--- src/rtl/gyro_spi_seq.sv ---
// Sequencer for the SPI_mnrch link to the iNEMO gyro: three-write init, then a yaw-rate pair read per data-ready.
// Defining SEQ_BOOT_WAIT_EN adds a 2^TMR_W-cycle boot wait before the first init write.
module gyro_spi_seq #(
    parameter int unsigned TMR_W = 16
) (
    input  logic        clk,
    input  logic        rst,
    input  logic        INT,
    input  logic        done,
    input  logic [15:0] resp,
    output logic        snd,
    output logic [15:0] cmd,
    output logic        init_done,
    output logic [15:0] yaw,
    output logic        vld
);
    typedef enum logic [2:0] {
        BOOT  = 3'd0,
        INIT1 = 3'd1,
        INIT2 = 3'd2,
        INIT3 = 3'd3,
        IDLE  = 3'd4,
        RD_YL = 3'd5,
        RD_YH = 3'd6,
        HOLD  = 3'd7
    } state_t;

    localparam logic [15:0] CMD_INIT1 = 16'h0D02;
    localparam logic [15:0] CMD_INIT2 = 16'h1160;
    localparam logic [15:0] CMD_INIT3 = 16'h1440;
    localparam logic [15:0] CMD_RD_YL = 16'hA600;
    localparam logic [15:0] CMD_RD_YH = 16'hA700;

    state_t      state_q, state_d;
    logic        int_meta_q, int_s_q;
    logic        snd_q, snd_d;
    logic [15:0] cmd_q, cmd_d;
    logic        init_done_q, init_done_d;
    logic [15:0] yaw_q, yaw_d;
    logic        vld_q, vld_d;
    logic [7:0]  ylo_q, ylo_d;
    logic [1:0]  hold_q, hold_d;
    logic        issue_now_s;
    logic        wait_done_s;
    logic [7:0]  resp_hi_unused_s;

    assign resp_hi_unused_s = resp[15:8];

`ifdef SEQ_BOOT_WAIT_EN
    localparam state_t RST_STATE = BOOT;
    logic [TMR_W-1:0] boot_cnt_q, boot_cnt_d;
    assign issue_now_s = 1'b0;
`else
    localparam state_t RST_STATE = INIT1;
    localparam int unsigned TMR_W_UNUSED = TMR_W;
    logic start_q;
    // Without a boot wait the reset state itself must issue INIT1 on the first edge.
    assign issue_now_s = start_q;
`endif

    // A command state only listens to done after its ISSUE cycle; done may still be high from the previous frame.
    assign wait_done_s = done & ~snd_q & ~issue_now_s;

    // Next-state, command issue and sample assembly.
    always_comb begin
        state_d     = state_q;
        snd_d       = 1'b0;
        cmd_d       = cmd_q;
        init_done_d = init_done_q;
        yaw_d       = yaw_q;
        vld_d       = 1'b0;
        ylo_d       = ylo_q;
        hold_d      = hold_q;
`ifdef SEQ_BOOT_WAIT_EN
        boot_cnt_d  = boot_cnt_q;
`endif
        case (state_q)
            BOOT: begin
`ifdef SEQ_BOOT_WAIT_EN
                boot_cnt_d = boot_cnt_q + TMR_W'(1);
                if (&boot_cnt_q) begin
                    state_d = INIT1;
                    snd_d   = 1'b1;
                    cmd_d   = CMD_INIT1;
                end else begin
                    state_d = BOOT;
                end
`else
                state_d = INIT1;
                snd_d   = 1'b1;
                cmd_d   = CMD_INIT1;
`endif
            end
            INIT1: begin
                if (issue_now_s) begin
                    snd_d = 1'b1;
                    cmd_d = CMD_INIT1;
                end else if (wait_done_s) begin
                    state_d = INIT2;
                    snd_d   = 1'b1;
                    cmd_d   = CMD_INIT2;
                end else begin
                    state_d = INIT1;
                end
            end
            INIT2: begin
                if (wait_done_s) begin
                    state_d = INIT3;
                    snd_d   = 1'b1;
                    cmd_d   = CMD_INIT3;
                end else begin
                    state_d = INIT2;
                end
            end
            INIT3: begin
                if (wait_done_s) begin
                    state_d     = IDLE;
                    init_done_d = 1'b1;
                end else begin
                    state_d = INIT3;
                end
            end
            IDLE: begin
                if (int_s_q) begin
                    state_d = RD_YL;
                    snd_d   = 1'b1;
                    cmd_d   = CMD_RD_YL;
                end else begin
                    state_d = IDLE;
                end
            end
            RD_YL: begin
                if (wait_done_s) begin
                    ylo_d   = resp[7:0];
                    state_d = RD_YH;
                    snd_d   = 1'b1;
                    cmd_d   = CMD_RD_YH;
                end else begin
                    state_d = RD_YL;
                end
            end
            RD_YH: begin
                if (wait_done_s) begin
                    yaw_d   = {resp[7:0], ylo_q};
                    vld_d   = 1'b1;
                    hold_d  = 2'd0;
                    state_d = HOLD;
                end else begin
                    state_d = RD_YH;
                end
            end
            HOLD: begin
                // Three cycles let a cleared INT drain through the synchronizer before IDLE looks again.
                if (hold_q == 2'd2) begin
                    hold_d  = 2'd0;
                    state_d = IDLE;
                end else begin
                    hold_d  = hold_q + 2'd1;
                    state_d = HOLD;
                end
            end
            default: begin
                state_d = RST_STATE;
            end
        endcase
    end

    // State, synchronizer and output registers; rst clears them immediately.
    always_ff @(posedge clk or posedge rst) begin
        if (rst) begin
            state_q     <= RST_STATE;
            int_meta_q  <= 1'b0;
            int_s_q     <= 1'b0;
            snd_q       <= 1'b0;
            cmd_q       <= 16'h0000;
            init_done_q <= 1'b0;
            yaw_q       <= 16'h0000;
            vld_q       <= 1'b0;
            ylo_q       <= 8'h00;
            hold_q      <= 2'd0;
`ifdef SEQ_BOOT_WAIT_EN
            boot_cnt_q  <= '0;
`else
            start_q     <= 1'b1;
`endif
        end else begin
            state_q     <= state_d;
            int_meta_q  <= INT;
            int_s_q     <= int_meta_q;
            snd_q       <= snd_d;
            cmd_q       <= cmd_d;
            init_done_q <= init_done_d;
            yaw_q       <= yaw_d;
            vld_q       <= vld_d;
            ylo_q       <= ylo_d;
            hold_q      <= hold_d;
`ifdef SEQ_BOOT_WAIT_EN
            boot_cnt_q  <= boot_cnt_d;
`else
            start_q     <= 1'b0;
`endif
        end
    end

    assign snd       = snd_q;
    assign cmd       = cmd_q;
    assign init_done = init_done_q;
    assign yaw       = yaw_q;
    assign vld       = vld_q;
endmodule

--- config.mk ---
export PLATFORM = sky130hd
export DESIGN_NAME = gyro_spi_seq
export DESIGN_NICKNAME = d
export VERILOG_FILES = /design/src/rtl/gyro_spi_seq.sv
export SDC_FILE = /design/constraint.sdc
export NUM_CORES = 1
export LEC_CHECK = 0
export ABC_AREA = 1
export CAP_MARGIN = 15
export CORE_ASPECT_RATIO = 0.75
export CORE_MARGIN = 2
export CORE_UTILIZATION = 41
export CTS_CLUSTER_SIZE = 30
export DETAILED_ROUTE_END_ITERATION = 6
export PLACE_DENSITY_LB_ADDON = 0.3
export SLEW_MARGIN = 15
export SYNTH_ARGS = -nofsm -noshare
export SYNTH_HDL_FRONTEND = slang
export SYNTH_SLANG_ARGS = --single-unit
--- constraint.sdc ---
create_clock -name clk -period 1.6 [get_ports clk]
set_clock_uncertainty 0.1 [all_clocks]
set_input_delay 0.24 -clock clk [delete_from_list [all_inputs] [get_ports clk]]
set_output_delay 0.24 -clock clk [all_outputs]
set_load 0.01 [all_outputs]
==> results_dict.tcl <==
set metrics [dict create \
    total_power_mw 4.11 \
    cts_root_buf "clkbuf_8" \
    grt_pass1_vias 1312 \
    cp_top_family "buffers and inverters" \
    path_clk_slew_ns 0.08 \
    drtPass1Iterations 4 \
    max_freq_mhz 650 \
    seq_area_frac_synth_pct 52.7 \
    diodes 0 \
    r2r_setup_slack_ns 0.10 \
    place.gp.congestion 0.810 \
    die_area_um2 5330 \
    powerDensity_nw_per_um2 1620 \
    r2r_start "state_q[0]$_DFFE_PP1N_" \
    syn_to_final_growth_pct 30.4 \
    crit_buf_inv 1 \
    drcViolationCount 0 \
    postRouteAntennaNets 0 \
    fp.dieW_um 83.6 \
    cp_cell_sequence "clkdlybuf4s50_1" \
    fin_crit_sh_pct 96.2 \
    yosysTopAreaCell "dfrtp_1" \
    tns_ns 0 \
    netlist_top_cells_area "dfrtp_1 (50%), nand2_1 (12%), o21ai_2 (7.6%)" \
    critPathKind "flip-flop to output pin" \
    worst_setup_path_start_kind "flip-flop" \
    placed_area_um2 2420 \
    cp-startpoint "cmd[13]$_DFFE_PP0P_" \
    antenna_found_initial 0 \
    multi_input_area_um2 723 \
    timing_hold_violations_final 0 \
    peakVddDrop_v 0.000757 \
    clock-sinks 41 \
    cts-buffers-inserted 5 \
    yosysWarnings 0 \
    hold-worst-slack_ns 0.136 \
    rsz0062_at_grt "false" \
    yosysUniqueCellTypes 24 \
    wirelength_um 3660 \
    dp_hpwl_um 2760 \
    std_cell_rows 21 \
    synth_top_area_share_pct 50.0 \
    setup_violations 0 \
    fin_nets 276 \
    avgSynthCellArea_um2 9.38 \
    routedWlPerCell_um 11.6 \
    cpPeakStageDelay_ns 0.54 \
    die_y_um 63.7 \
    critPathCaptureType "output pin" \
    fp.coreArea_um2 4520 \
    hold_path_class "input pin to asynchronous set/reset pin" \
    grt_max_degree 28 \
    via_per_inst 4.46 \
    numPortBuffers 40 \
    layout-drive-gt1-share_pct 23.3 \
    globalRouteTotalUtil_pct 15.4 \
    io_pins 55 \
    grt-ovfl-total 0 \
    syn_inst 208 \
    cts_max_level 2 \
    cts_buffer_depth 2 \
    fillers 402 \
    seq_area_um2 1030 \
    slowest_stage "clkdlybuf4s50_1" \
    yosys_register_bits 41 \
    crit_path_max_fanout 4 \
    r2r_cells 6 \
    vias 1401 \
    initial_core_util_pct 43.2 \
    cts_tree "yes" \
    grt_pass1_wl_um 6560 \
    period_needed_ns 1.54 \
    cp.arrival_ns 1.20 \
    clk_latency_ns 0.28 \
    drtIter0Drc 109 \
    p_leak_nw 1.30 \
    maxCapViolCount 0 \
    drv_slew 0 \
    critPathRequiredTime_ns 1.26 \
    path_depth 1 \
    status "complete, no violations" \
    netlist_area_um2 1950 \
    finish.instance_area_um2 2540 \
]
==> per-layer routing <==
| metal | track usage [%] | up-vias | wire length (um) | share of wire [%] |
|---|---|---|---|---|
| met5 | 0 | - | 0 | 0 |
| met4 | 5.44 | 0 | 49 | 1.3 |
| met3 | 3.49 | 4 | 199 | 5.4 |
| met2 | 19.7 | 43 | 1440 | 39 |
| met1 | 25.0 | 618 | 1970 | 54 |
| li1 | - | 736 | - | - |
==> power breakdown <==
group / switching, mW / total [mW] / internal, mW
combinational: 0.822 / 1.68 / 0.863
clock: 0.337 / 0.726 / 0.390
sequential: 0.287 / 1.70 / 1.41
==> kinds of logic (layout without fill, tap and decap cells) <==
kind of cell,Yosys count,count (layout),share of synthesized area (%)
buf+inv,37,80,11.4
compound gates,25,25,9.69
flops,41,41,52.7
other cells,1,7,0.192
simple gates,104,104,26.0
==> stage by stage <==
step	setup WS, ns	instances	utilization (%)
after detailed placement	-0.0533	304	53.5
after CTS	0.0143	312	55.8
after global routing	0.00109	314	56.3
after floorplan	0.283	214	-
final	0.0613	314	56.3
after global placement	-0.0315	304	53.5
==> repair_timing <==
item | CTS | global route
buffers inserted | 0 | 2
setup endpoints to repair | 0 | 6
hold buffers | 0 | 0
resized for setup | 0 | 3
==> layout by cell type (no fill, tap or decap), drive strengths merged <==
master	instances
a21oi	3
nand3	12
and3	1
clkdlybuf4s50	37
nand4	6
nand2	69
dfstp	2
o21ai	22
dfrtp	39
nor3	3
nor2	13
buf	11
clkinv	1
dlymetal6s2s	3
conb	7
inv	21
clkbuf	7
==> synthesized netlist by cell type, drive strengths merged <==
| library cell | instances |
|---|---|
| dfrtp | 39 |
| conb | 1 |
| nand4 | 6 |
| nor3 | 3 |
| nor2 | 13 |
| o21ai | 22 |
| nand2 | 69 |
| nand3 | 12 |
| and3 | 1 |
| a21oi | 3 |
| buf | 16 |
| dfstp | 2 |
| inv | 21 |
==> sequential cells by signal, summed over array words and instances, names as in the netlist <==
register,cells
cmd,6
hold_q,2
init_done,1
int_meta_q,1
int_s_q,1
issue_now_s,1
snd,1
state_q,3
vld,1
yaw,16
ylo_q,8
==> layout make-up <==
class / count / area share [%]
Timing Repair Buffer: 51 / 21.2
Sequential cell: 41 / 40.4
Inverter: 21 / 3.10
Tap cell: 57 / 2.80
Multi-Input combinational cell: 136 / 28.4
Clock buffer: 7 / 3.79
Clock inverter: 1 / 0.197
==> worst paths after layout <==
kind / endpoint
min reg2reg: int_s_q$_DFF_PP0_
min in group clk: int_s_q$_DFF_PP0_
max reg2reg: cmd[10]$_DFFE_PP0P_
min: yaw[7]$_DFFE_PP0P_
max in group asynchronous: issue_now_s$_DFF_PP1_
max: cmd[9]
Power figures use the tool's default switching activity.
